## src/rtl/axi_lite_pkg.sv

```systemverilog
// Shared AXI4-Lite definitions: response codes, master adapter state
// encodings and small decode helpers.
package axi_lite_pkg;

  localparam logic [1:0] RESP_OKAY   = 2'b00;
  localparam logic [1:0] RESP_EXOKAY = 2'b01;
  localparam logic [1:0] RESP_SLVERR = 2'b10;
  localparam logic [1:0] RESP_DECERR = 2'b11;

  localparam logic [2:0] IDLE         = 3'd0;
  localparam logic [2:0] RD_ADDR      = 3'd1;
  localparam logic [2:0] RD_DATA      = 3'd2;
  localparam logic [2:0] WR_ADDR_DATA = 3'd3;
  localparam logic [2:0] WR_RESP      = 3'd4;
  localparam logic [2:0] DONE         = 3'd5;

  function automatic logic in_window(input logic [31:0] addr,
                                     input logic [31:0] start_addr,
                                     input logic [31:0] end_addr);
    return (addr >= start_addr) && (addr < end_addr);
  endfunction

  function automatic logic resp_is_err(input logic [1:0] resp);
    return (resp == RESP_SLVERR) || (resp == RESP_DECERR);
  endfunction

endpackage

```

## src/rtl/axi_lite_master_adapter_if.sv

```systemverilog
// AXI4-Lite bus bundle between the master adapter and an AXI4-Lite slave.
interface axi_lite_master_adapter_if;

  logic [31:0] M_AXI_ARADDR;
  logic        M_AXI_ARVALID;
  logic        M_AXI_ARREADY;
  logic [2:0]  M_AXI_ARPROT;

  logic [31:0] M_AXI_RDATA;
  logic [1:0]  M_AXI_RRESP;
  logic        M_AXI_RVALID;
  logic        M_AXI_RREADY;

  logic [31:0] M_AXI_AWADDR;
  logic        M_AXI_AWVALID;
  logic        M_AXI_AWREADY;
  logic [2:0]  M_AXI_AWPROT;

  logic [31:0] M_AXI_WDATA;
  logic [3:0]  M_AXI_WSTRB;
  logic        M_AXI_WVALID;
  logic        M_AXI_WREADY;

  logic [1:0]  M_AXI_BRESP;
  logic        M_AXI_BVALID;
  logic        M_AXI_BREADY;

  modport master (
    output M_AXI_ARADDR, M_AXI_ARVALID, M_AXI_ARPROT, M_AXI_RREADY,
           M_AXI_AWADDR, M_AXI_AWVALID, M_AXI_AWPROT,
           M_AXI_WDATA, M_AXI_WSTRB, M_AXI_WVALID, M_AXI_BREADY,
    input  M_AXI_ARREADY, M_AXI_RDATA, M_AXI_RRESP, M_AXI_RVALID,
           M_AXI_AWREADY, M_AXI_WREADY, M_AXI_BRESP, M_AXI_BVALID
  );

  modport slave (
    input  M_AXI_ARADDR, M_AXI_ARVALID, M_AXI_ARPROT, M_AXI_RREADY,
           M_AXI_AWADDR, M_AXI_AWVALID, M_AXI_AWPROT,
           M_AXI_WDATA, M_AXI_WSTRB, M_AXI_WVALID, M_AXI_BREADY,
    output M_AXI_ARREADY, M_AXI_RDATA, M_AXI_RRESP, M_AXI_RVALID,
           M_AXI_AWREADY, M_AXI_WREADY, M_AXI_BRESP, M_AXI_BVALID
  );

endinterface

```

## src/rtl/axi_lite_master_adapter.sv

```systemverilog
// Native valid/ready memory requests to AXI4-Lite master, one transaction at
// a time; requests outside the address window complete locally with an error.
module axi_lite_master_adapter
  import axi_lite_pkg::*;
#(
  parameter logic [31:0] START_ADDR = 32'h4000_0000,
  parameter logic [31:0] END_ADDR   = 32'h4000_4000,
  parameter logic [31:0] ERR_RDATA  = 32'h0000_0000
) (
  input  logic                             M_AXI_ACLK,
  input  logic                             reset_i,
  input  logic                             valid_i,
  output logic                             ready_o,
  input  logic [31:0]                      addr_i,
  input  logic [31:0]                      wdata_i,
  input  logic [3:0]                       wstrb_i,
  output logic [31:0]                      rdata_o,
  output logic                             err_o,
  axi_lite_master_adapter_if.master        m_axi
);

  logic [2:0]  state;
  logic [31:0] araddr;
  logic [31:0] awaddr;
  logic [31:0] wdata;
  logic [3:0]  wstrb;
  logic        arvalid;
  logic        rready;
  logic        awvalid;
  logic        wvalid;
  logic        bready;
  logic        aw_done;
  logic        w_done;
  logic        aw_fire;
  logic        w_fire;
  logic        both_done;

  assign m_axi.M_AXI_ARADDR  = araddr;
  assign m_axi.M_AXI_ARVALID = arvalid;
  assign m_axi.M_AXI_ARPROT  = '0;
  assign m_axi.M_AXI_RREADY  = rready;
  assign m_axi.M_AXI_AWADDR  = awaddr;
  assign m_axi.M_AXI_AWVALID = awvalid;
  assign m_axi.M_AXI_AWPROT  = '0;
  assign m_axi.M_AXI_WDATA   = wdata;
  assign m_axi.M_AXI_WSTRB   = wstrb;
  assign m_axi.M_AXI_WVALID  = wvalid;
  assign m_axi.M_AXI_BREADY  = bready;

  assign aw_fire   = awvalid & m_axi.M_AXI_AWREADY;
  assign w_fire    = wvalid & m_axi.M_AXI_WREADY;
  assign both_done = (aw_done | aw_fire) & (w_done | w_fire);

  always_ff @(posedge M_AXI_ACLK or negedge reset_i) begin
    if (!reset_i) begin
      state   <= IDLE;
      araddr  <= '0;
      awaddr  <= '0;
      wdata   <= '0;
      wstrb   <= '0;
      arvalid <= 1'b0;
      rready  <= 1'b0;
      awvalid <= 1'b0;
      wvalid  <= 1'b0;
      bready  <= 1'b0;
      aw_done <= 1'b0;
      w_done  <= 1'b0;
      ready_o <= 1'b0;
      err_o   <= 1'b0;
      rdata_o <= '0;
    end else begin
      case (state)
        IDLE: begin
          ready_o <= 1'b0;
          err_o   <= 1'b0;
          // The requester still holds valid_i on the edge it samples ready_o.
          if (valid_i && !ready_o) begin
            if (!in_window(addr_i, START_ADDR, END_ADDR)) begin
              err_o   <= 1'b1;
              rdata_o <= ERR_RDATA;
              state   <= DONE;
            end else if (wstrb_i == '0) begin
              araddr  <= addr_i;
              arvalid <= 1'b1;
              state   <= RD_ADDR;
            end else begin
              awaddr  <= addr_i;
              wdata   <= wdata_i;
              wstrb   <= wstrb_i;
              awvalid <= 1'b1;
              wvalid  <= 1'b1;
              state   <= WR_ADDR_DATA;
            end
          end
        end
        RD_ADDR: begin
          if (m_axi.M_AXI_ARREADY) begin
            arvalid <= 1'b0;
            rready  <= 1'b1;
            state   <= RD_DATA;
          end
        end
        RD_DATA: begin
          if (m_axi.M_AXI_RVALID) begin
            rready  <= 1'b0;
            rdata_o <= m_axi.M_AXI_RDATA;
            err_o   <= resp_is_err(m_axi.M_AXI_RRESP);
            state   <= DONE;
          end
        end
        WR_ADDR_DATA: begin
          if (aw_fire) awvalid <= 1'b0;
          if (w_fire)  wvalid  <= 1'b0;
          if (both_done) begin
            aw_done <= 1'b0;
            w_done  <= 1'b0;
            bready  <= 1'b1;
            state   <= WR_RESP;
          end else begin
            if (aw_fire) aw_done <= 1'b1;
            if (w_fire)  w_done  <= 1'b1;
          end
        end
        WR_RESP: begin
          if (m_axi.M_AXI_BVALID) begin
            bready  <= 1'b0;
            err_o   <= resp_is_err(m_axi.M_AXI_BRESP);
            rdata_o <= '0;
            state   <= DONE;
          end
        end
        DONE: begin
          ready_o <= 1'b1;
          state   <= IDLE;
        end
        default: state <= IDLE;
      endcase
    end
  end

endmodule

```

## src/flat_wrapper.sv

```systemverilog
// flat-port wrapper written by rule: the top's interface ports become plain ports
module axi_lite_master_adapter_flat import axi_lite_pkg::*;
#(
  parameter logic [31:0] START_ADDR = 32'h4000_0000,
  parameter logic [31:0] END_ADDR   = 32'h4000_4000,
  parameter logic [31:0] ERR_RDATA  = 32'h0000_0000
)
  (M_AXI_ACLK, reset_i, valid_i, ready_o, addr_i, wdata_i, wstrb_i, rdata_o, err_o, m_axi_M_AXI_ARADDR, m_axi_M_AXI_ARVALID, m_axi_M_AXI_ARPROT, m_axi_M_AXI_RREADY, m_axi_M_AXI_AWADDR, m_axi_M_AXI_AWVALID, m_axi_M_AXI_AWPROT, m_axi_M_AXI_WDATA, m_axi_M_AXI_WSTRB, m_axi_M_AXI_WVALID, m_axi_M_AXI_BREADY, m_axi_M_AXI_ARREADY, m_axi_M_AXI_RDATA, m_axi_M_AXI_RRESP, m_axi_M_AXI_RVALID, m_axi_M_AXI_AWREADY, m_axi_M_AXI_WREADY, m_axi_M_AXI_BRESP, m_axi_M_AXI_BVALID);
  axi_lite_master_adapter_if m_axi_i ();
  input  logic M_AXI_ACLK;
  input  logic reset_i;
  input  logic valid_i;
  output logic ready_o;
  input  logic [31:0] addr_i;
  input  logic [31:0] wdata_i;
  input  logic [3:0] wstrb_i;
  output logic [31:0] rdata_o;
  output logic err_o;
  output wire logic [$bits(m_axi_i.M_AXI_ARADDR)-1:0] m_axi_M_AXI_ARADDR;
  output wire logic [$bits(m_axi_i.M_AXI_ARVALID)-1:0] m_axi_M_AXI_ARVALID;
  output wire logic [$bits(m_axi_i.M_AXI_ARPROT)-1:0] m_axi_M_AXI_ARPROT;
  output wire logic [$bits(m_axi_i.M_AXI_RREADY)-1:0] m_axi_M_AXI_RREADY;
  output wire logic [$bits(m_axi_i.M_AXI_AWADDR)-1:0] m_axi_M_AXI_AWADDR;
  output wire logic [$bits(m_axi_i.M_AXI_AWVALID)-1:0] m_axi_M_AXI_AWVALID;
  output wire logic [$bits(m_axi_i.M_AXI_AWPROT)-1:0] m_axi_M_AXI_AWPROT;
  output wire logic [$bits(m_axi_i.M_AXI_WDATA)-1:0] m_axi_M_AXI_WDATA;
  output wire logic [$bits(m_axi_i.M_AXI_WSTRB)-1:0] m_axi_M_AXI_WSTRB;
  output wire logic [$bits(m_axi_i.M_AXI_WVALID)-1:0] m_axi_M_AXI_WVALID;
  output wire logic [$bits(m_axi_i.M_AXI_BREADY)-1:0] m_axi_M_AXI_BREADY;
  input wire logic [$bits(m_axi_i.M_AXI_ARREADY)-1:0] m_axi_M_AXI_ARREADY;
  input wire logic [$bits(m_axi_i.M_AXI_RDATA)-1:0] m_axi_M_AXI_RDATA;
  input wire logic [$bits(m_axi_i.M_AXI_RRESP)-1:0] m_axi_M_AXI_RRESP;
  input wire logic [$bits(m_axi_i.M_AXI_RVALID)-1:0] m_axi_M_AXI_RVALID;
  input wire logic [$bits(m_axi_i.M_AXI_AWREADY)-1:0] m_axi_M_AXI_AWREADY;
  input wire logic [$bits(m_axi_i.M_AXI_WREADY)-1:0] m_axi_M_AXI_WREADY;
  input wire logic [$bits(m_axi_i.M_AXI_BRESP)-1:0] m_axi_M_AXI_BRESP;
  input wire logic [$bits(m_axi_i.M_AXI_BVALID)-1:0] m_axi_M_AXI_BVALID;
  assign m_axi_M_AXI_ARADDR = m_axi_i.M_AXI_ARADDR;
  assign m_axi_M_AXI_ARVALID = m_axi_i.M_AXI_ARVALID;
  assign m_axi_M_AXI_ARPROT = m_axi_i.M_AXI_ARPROT;
  assign m_axi_M_AXI_RREADY = m_axi_i.M_AXI_RREADY;
  assign m_axi_M_AXI_AWADDR = m_axi_i.M_AXI_AWADDR;
  assign m_axi_M_AXI_AWVALID = m_axi_i.M_AXI_AWVALID;
  assign m_axi_M_AXI_AWPROT = m_axi_i.M_AXI_AWPROT;
  assign m_axi_M_AXI_WDATA = m_axi_i.M_AXI_WDATA;
  assign m_axi_M_AXI_WSTRB = m_axi_i.M_AXI_WSTRB;
  assign m_axi_M_AXI_WVALID = m_axi_i.M_AXI_WVALID;
  assign m_axi_M_AXI_BREADY = m_axi_i.M_AXI_BREADY;
  assign m_axi_i.M_AXI_ARREADY = m_axi_M_AXI_ARREADY;
  assign m_axi_i.M_AXI_RDATA = m_axi_M_AXI_RDATA;
  assign m_axi_i.M_AXI_RRESP = m_axi_M_AXI_RRESP;
  assign m_axi_i.M_AXI_RVALID = m_axi_M_AXI_RVALID;
  assign m_axi_i.M_AXI_AWREADY = m_axi_M_AXI_AWREADY;
  assign m_axi_i.M_AXI_WREADY = m_axi_M_AXI_WREADY;
  assign m_axi_i.M_AXI_BRESP = m_axi_M_AXI_BRESP;
  assign m_axi_i.M_AXI_BVALID = m_axi_M_AXI_BVALID;
  axi_lite_master_adapter #(.START_ADDR(START_ADDR), .END_ADDR(END_ADDR), .ERR_RDATA(ERR_RDATA)) u_core (.M_AXI_ACLK(M_AXI_ACLK), .reset_i(reset_i), .valid_i(valid_i), .ready_o(ready_o), .addr_i(addr_i), .wdata_i(wdata_i), .wstrb_i(wstrb_i), .rdata_o(rdata_o), .err_o(err_o), .m_axi(m_axi_i));
endmodule
```

## config.mk

```make
export PLATFORM = sky130hd
export DESIGN_NAME = axi_lite_master_adapter_flat
export DESIGN_NICKNAME = d
export VERILOG_FILES = /design/src/rtl/axi_lite_pkg.sv /design/src/rtl/axi_lite_master_adapter_if.sv /design/src/rtl/axi_lite_master_adapter.sv /design/src/flat_wrapper.sv
export SDC_FILE = /design/constraint.sdc
export NUM_CORES = 1
export LEC_CHECK = 0
export CORE_MARGIN = 2
export CORE_UTILIZATION = 28
export CTS_BUF_LIST = sky130_fd_sc_hd__clkbuf_4
export DETAILED_ROUTE_END_ITERATION = 10
export PLACE_DENSITY = 0.69
export SYNTH_ARGS = -nofsm -noshare
export SYNTH_HDL_FRONTEND = slang
export SYNTH_SLANG_ARGS = --single-unit
```

## constraint.sdc

```tcl
create_clock -name M_AXI_ACLK -period 2 [get_ports M_AXI_ACLK]
set_clock_uncertainty 0.2 [all_clocks]
set_input_delay 0.2 -clock M_AXI_ACLK [delete_from_list [all_inputs] [get_ports M_AXI_ACLK]]
set_output_delay 0.2 -clock M_AXI_ACLK [all_outputs]
set_load 0.05 [all_outputs]
```

== Word level (Yosys, flattened, before mapping) ==
Index checks and enable logic that the tools add are counted.

* Register bits: 144
* Bits of input ports: 112
* Output and inout port bits: 145
* Logic and storage cells: 111

* $lt $le $gt $ge: 2
* Equal/unequal tests: 20
* Multiplexer cells: 41
* Bitwise gates (word level): 6
* Reduce and logical (&&, ||, !) cells: 27

{| class="wikitable"
|+ Operator list
! cell !! count
|-
| $mux 32 || 4
|-
| $pmux 32 s3 || 1
|-
| $ge 32x31->1 const B || 1
|-
| $lt 32x31->1 const B || 1
|-
| $reduce_and 5->1 || 5
|-
| $mux 1 || 21
|-
| $mux 3 || 6
|-
| $pmux 3 s5 || 1
|-
| $reduce_bool 2->1 || 7
|-
| $ne 2x1->1 const B || 6
|-
| $pmux 1 s2 || 6
|-
| $ne 2x2->1 const B || 5
|-
| $reduce_and 3->1 || 3
|-
| $eq 2x2->1 const B || 4
|-
| $reduce_and 4->1 || 2
|-
| $eq 3x2->1 const B || 2
|-
| $eq 3x3->1 const B || 2
|-
| $logic_not 4->1 || 1
|-
| $reduce_and 2->1 || 2
|-
| $and 1x1->1 || 3
|-
| $eq 3x1->1 const B || 1
|-
| $logic_not 3->1 || 1
|-
| $pmux 1 s3 || 1
|-
| $reduce_bool 3->1 || 1
|-
| other kinds (6) || 9
|}

== Logic depth before layout (Yosys ltp) ==
* Depth in word-level cells: 5
* Mapped depth: 6
* Depth with buffers taken out: 4

== Worst setup path before layout ==
OpenSTA, ideal clock, no wires.

* Path type: register -> register
* Start: reg u_core.ready_o
* End: reg u_core.rdata_o[10]
* Setup time: 121 ps
* Data arrival time: 1957 ps
* Slack: -278 ps
* Stages on the path, launching flop included: 6
* Period minus slack after synthesis: 2278 ps
* Cell sequence: dfrtp_1 > or4b_2 > a31oi_1 > o21ai_1 > clkbuf_1 > a22o_1

* Word-level cells in the longest chain between the ends: 4

{| class="wikitable"
|+ Ends and longest elaborated chain
! item !! line !! RTL
|-
| from (decl) || axi_lite_master_adapter.sv:13 || <nowiki>output logic ready_o,</nowiki>
|-
| from (signal assigned) || axi_lite_master_adapter.sv:68 || <nowiki>ready_o <= 1'b0;</nowiki>
|-
| from (signal assigned) || axi_lite_master_adapter.sv:74 || <nowiki>ready_o <= 1'b0;</nowiki>
|-
| from (signal assigned) || axi_lite_master_adapter.sv:133 || <nowiki>ready_o <= 1'b1;</nowiki>
|-
| $logic_not 1->1 || axi_lite_master_adapter.sv:77 || <nowiki>if (valid_i && !ready_o) begin</nowiki>
|-
| $logic_and 1x1->1 || axi_lite_master_adapter.sv:77 ||
|-
| $ne 2x1->1 (no source line) || - ||
|-
| $reduce_and 5->1 (no source line) || - ||
|-
| to (signal assigned) || axi_lite_master_adapter.sv:106 || <nowiki>rdata_o <= m_axi.M_AXI_RDATA;</nowiki>
|-
| to (decl) || axi_lite_master_adapter.sv:17 || <nowiki>output logic [31:0] rdata_o,</nowiki>
|}

No other way between the ends.
A chain may end at the register's enable or synchronous reset.

== Final worst setup path ==
* Start: reg u_core.state[0]
* End: reg u_core.awaddr[8], in the netlist u_core.m_axi.M_AXI_AWADDR[8]

* Word-level cells in the longest chain between the ends: 2

{| class="wikitable"
|+ Ends and longest elaborated chain
! item !! line !! RTL
|-
| from (decl) || axi_lite_master_adapter.sv:22 || <nowiki>logic [2:0] state;</nowiki>
|-
| from (signal assigned) || axi_lite_master_adapter.sv:56 || <nowiki>state <= IDLE;</nowiki>
|-
| from (signal assigned) || axi_lite_master_adapter.sv:81 || <nowiki>state <= DONE;</nowiki>
|-
| from (signal assigned) || axi_lite_master_adapter.sv:85 || <nowiki>state <= RD_ADDR;</nowiki>
|-
| $logic_not 3->1 || axi_lite_master_adapter.sv:72 || <nowiki>case (state)</nowiki>
|-
| $reduce_and 4->1 (no source line) || - ||
|-
| to (signal assigned) || axi_lite_master_adapter.sv:87 || <nowiki>awaddr <= addr_i;</nowiki>
|-
| to (decl) || axi_lite_master_adapter.sv:24 || <nowiki>logic [31:0] awaddr;</nowiki>
|}

No other way between the ends.

==> results by stage <==
Outcome:
- The flow ran to the end, but the final reports show violations.
- The final reports fail on negative setup slack.

GRT:
- The first-pass GRT wire length is 27100 µm.
- For met1 alone, demand over resource in global routing was 19.9%.
- The number of antenna violations at the first check in global routing came to 0.
- In the global route stage, overall resource usage came out at 16.3%.
- For met2 alone, demand over resource in global routing was 27.2%.
- The total overflow left after global routing is 0.
- The met3 usage is 5.60%.
- Entering global routing, the biggest net connects 41 pins.
- The via count of the first global-routing pass is 4739.
- The most utilized layer in the global route result is met2.

Cells and area:
- The count of inserted antenna diode cells is 0.
- After routing the design area is 9350 µm².
- The ratio of cells with drive above 1 in the final layout is 25.1%.
- The final layout contains 807 nets.
- Compared with the post-synthesis result, the final layout area differs by 67.5%.
- The utilization after layout is 47.9%.

Power:
- The switching power as a share of total power is 38.9%.
- Cell internal power was estimated by the tool at 5.43 mW.
- The share of total power dissipated in combinational logic is 38.1%.
- The clock share of power is 22.7%.
- The power density normalized to cell area is 950 nW/µm².
- The net switching power of the design is 3.46 mW.
- Registers are responsible for 39.2% of the overall power.
- The peak ir drop on the vdd network is 366 µV.
- The standby leakage power is 4.97 nW.

Die:
- The number of cell rows is 51.
- In this run the vertical extent of the chip is 145 µm.
- The region available for standard cell placement spans 19500 µm².
- The die is 145 µm wide.
- The total die area is 21100 µm².
- The initial utilization of the core area, before any placement, comes to 28.6%.
- The number of primary I/O pins is 257.

Placement:
- The congestion estimate from routability-driven global placement came to 0.768.
- The sum of net half-perimeters after detailed placement is 11800 µm.
- The post-detailed-placement cell area is 8580 µm².
- The number of port buffers is 248.

Setup path:
- The worst reg2reg path startpoint is u_core.state[0]$_DFFE_PN0P_.
- The standard cell with the maximum stage delay on the critical path is dfrtp_1.
- The worst register-to-register path ends at u_core.m_axi.M_AXI_AWADDR[8]$_DFFE_PN0P_.
- Counting both buffers and inverters, the worst setup path holds a total of 2.
- In this run the register-to-register setup slack is -0.21 ns.
- The worst setup path is captured at a register.
- The critical path goes through nor3_2 -> nand4_1 -> nor4b_4 -> buf_4 -> buf_12 -> mux2_4.
- The worst endpoint data arrival time is 2.43 ns.
- The critical path launch point type is a register.
- The cell family contributing the most delay on the critical path is simple AND/OR/NAND/NOR gates.
- The classification of the worst setup path is reg -> reg.
- Along the worst path, the maximum fanout reaches 13.
- The cell count of the worst reg-to-reg path is 6.
- For the worst setup path, the data required time is 2.22 ns.
- The endpoint of the most critical setup path is u_core.m_axi.M_AXI_AWADDR[8]$_DFFE_PN0P_.
- The launch point of the critical path is u_core.state[0]$_DFFE_PN0P_.
- The number of gates on the worst path with buffers counted is 6.
- The largest single stage delay on the critical path is 0.42 ns.

Timing:
- The fraction of the cycle the final worst path needs is 111%.
- At the pin with the least slew margin, the transition time is 0.550 ns.
- The summed negative setup slack over all endpoints is -17.23 ns.
- Setup repair after global routing could not meet its margin everywhere.
- The count of endpoints failing setup in the final report is 123.
- The number of max-slew violations in the final report was 0.
- Headroom to the max-slew limit came out at 63.5%.
- The count of endpoints failing hold in the final timing report is 0.
- The final critical delay including setup and external delays is 2.21 ns.
- In the post-route analysis, the smallest setup slack over all paths is -0.213 ns.
- Based on the critical path, the design can be clocked at up to 452 MHz.

Synth:
- The mean area per synthesized cell is 14.9 µm².
- Yosys printed 0 warnings.
- The distinct cell type count after synthesis is 40.
- By area the synthesized netlist is led by dfrtp_1, mux2_4, mux2_2, a22o_1, nor2b_1.
- In this run, synthesis inferred 0 flip-flops with an integrated enable.
- The synthesized design contains 144 register bits.
- The synthesized netlist cell count is 375.
- Summing every instance area after synthesis gives 5580 µm².
- The dominant synthesized flop cell is dfrtp_1.
- The fraction of registers with async set or reset after synthesis is 100%.
- The sequential fraction of the synthesis area is 64.5%.
- dfrtp_1 takes more of the synthesized area than any other cell.
- The share of the synthesized area in the top cell type is 64.5%.

Job:
- The max capacitance violation total is 0.

Clock network:
- In this run the number of H-tree levels came out at 4.
- The cell sitting at the root of the clock tree is a clkbuf_4.
- The maximum buffer depth of the clock tree is 2.
- For the worst-skew pair, the clock arrives at the later sink with an insertion delay of 0.54 ns.
- The TritonCTS clock tree is yes.
- The clock sink count is 144.
- The number of buffers created by CTS is 17.
- After clock tree synthesis, the clock-pin slew on the worst setup and hold paths is 0.14 ns.

Drt:
- In this run the remaining antenna-violating nets after routing total 0.
- The via count normalized by instance count is 4.49.
- For this block, the initial DRC count from the detailed router was 171.
- The routed wirelength normalized by instance count is 17.7 µm.
- Summing over every cut layer, the via total after detailed routing is 4371.
- Summed over all layers, the routed wires come to 17200 µm.
- The pre-antenna-repair detailed-routing pass consisted of 4 iterations.
- In the routed design, unresolved DRC markers number 0.

Hold path:
- In this run the worst hold path is classified as in -> reg.
==> synth_stat cells (2+ instances only) <==
master / instances
nor2_1: 7
nand2_1: 8
a21oi_1: 12
a21o_1: 2
buf_2: 3
nand2b_1: 2
mux2_4: 39
nand3b_1: 2
or2_2: 3
clkbuf_1: 11
dfrtp_1: 144
a22o_1: 32
nor4_1: 3
inv_1: 6
a31oi_1: 3
mux2_2: 25
nor2b_1: 36
o21ai_0: 6
buf_6: 5
buf_4: 6
==> flip-flops by register name (all words and copies together), names as in the netlist, 3 cells and up <==
signal                     count
u_core.m_axi.M_AXI_ARADDR     32
u_core.m_axi.M_AXI_AWADDR     32
u_core.m_axi.M_AXI_WDATA      32
u_core.m_axi.M_AXI_WSTRB       4
u_core.rdata_o                32
u_core.state                   3
==> layer usage <==
layer  vias up  routed length [µm]  share of wire [%]
met3        19                1120                6.5
met2       174                8570                 50
met5         -                   0                  0
met4         0                 233                1.4
li1       1960                   -                  -
met1      2218                7260                 42
==> worst register-to-register path: cells and delay by family, from the launching register on <==
family,cells,cell delay [ns]
and+or+nand+nor,3,0.76
DFF,1,0.42
muxes,1,0.31
buffers and inverters,2,0.42
==> power groups by stage <==
stage	logic, mW	clock network, mW	registers (mW)
finish	3.39	2.02	3.49
global route	3.56	2.28	3.53
CTS	3.33	2.11	3.48
detailed placement	3.20	0	3.55
global placement	3.16	0	3.53
floorplan	0.736	0	4.67
==> worst min-delay path by stage <==
| stage | depth (start not counted) | endpoint | start | slack (ns) |
|---|---|---|---|---|
| floorplan | 0 | u_core.aw_done$_DFFE_PN0P_ | reset_i | -0.30 |
| global placement | 1 | u_core.m_axi.M_AXI_WDATA[23]$_DFFE_PN0P_ | reset_i | -0.09 |
| detailed placement | 1 | u_core.m_axi.M_AXI_WDATA[22]$_DFFE_PN0P_ | reset_i | -0.08 |
| CTS | 2 | u_core.m_axi.M_AXI_WDATA[19]$_DFFE_PN0P_ | wdata_i[19] | 0.0003 |
| global route | 2 | u_core.m_axi.M_AXI_WDATA[17]$_DFFE_PN0P_ | wdata_i[17] | -0.02 |
| finish | 2 | u_core.m_axi.M_AXI_WDATA[3]$_DFFE_PN0P_ | wdata_i[3] | 0.08 |
==> logic make-up after synthesis <==
family | Yosys count | synth area share (%)
other cells | 1 | 0.0672
flops | 144 | 64.5
mux | 64 | 15.5
buf+inv | 32 | 3.32
simple gates | 70 | 8.00
xor+xnor | 1 | 0.157
compound gates | 63 | 8.38
==> cell usage in the layout, fill, tap and decap left out, drive strengths merged, types with 2 or more instances in the layout <==
master,n
nor4,4
inv,9
clkinv,7
conb,6
a31oi,3
clkbuf,22
nand2b,2
nor2b,36
dlygate4sd3,22
buf,59
a21oi,12
dlygate4sd2,124
a22o,32
bufinv,3
a21o,2
nand3b,2
o21ai,7
nor2,7
clkdlybuf4s50,108
nand2,8
clkinvlp,2
or2,3
dfrtp,144
nor4b,2
mux2,64
clkdlybuf4s15,4
==> timing repair <==
item	4_1_cts	5_1_grt
buffers inserted	6	11
setup endpoints to repair	265	141
endpoints found under the hold margin	161	3
gates cloned	3	3
resized for setup	147	31
pin swaps	2	4
hold buffers	20	3
==> stage by stage <==
step,instances,power (mW),hold slack [ns],worst slack [ns]
final,973,8.89,0.0760,-0.213
after global placement,901,6.69,-0.0905,-0.590
after global routing,973,9.36,-0.0188,-0.319
after floorplan,380,5.40,-0.296,-0.162
after detailed placement,901,6.74,-0.0794,-0.612
after CTS,960,8.92,0.000314,-0.255
==> layout make-up <==
cell class | count | area [µm²]
clock inverter | 15 | 185
multi-input combinational | 204 | 1930
fill | 1751 | 10200
timing repair buffer | 322 | 3150
sequential | 144 | 3600
clock buffer | 17 | 128
inverter | 6 | 22.5
tap | 265 | 332
Power figures use the tool's default switching activity.
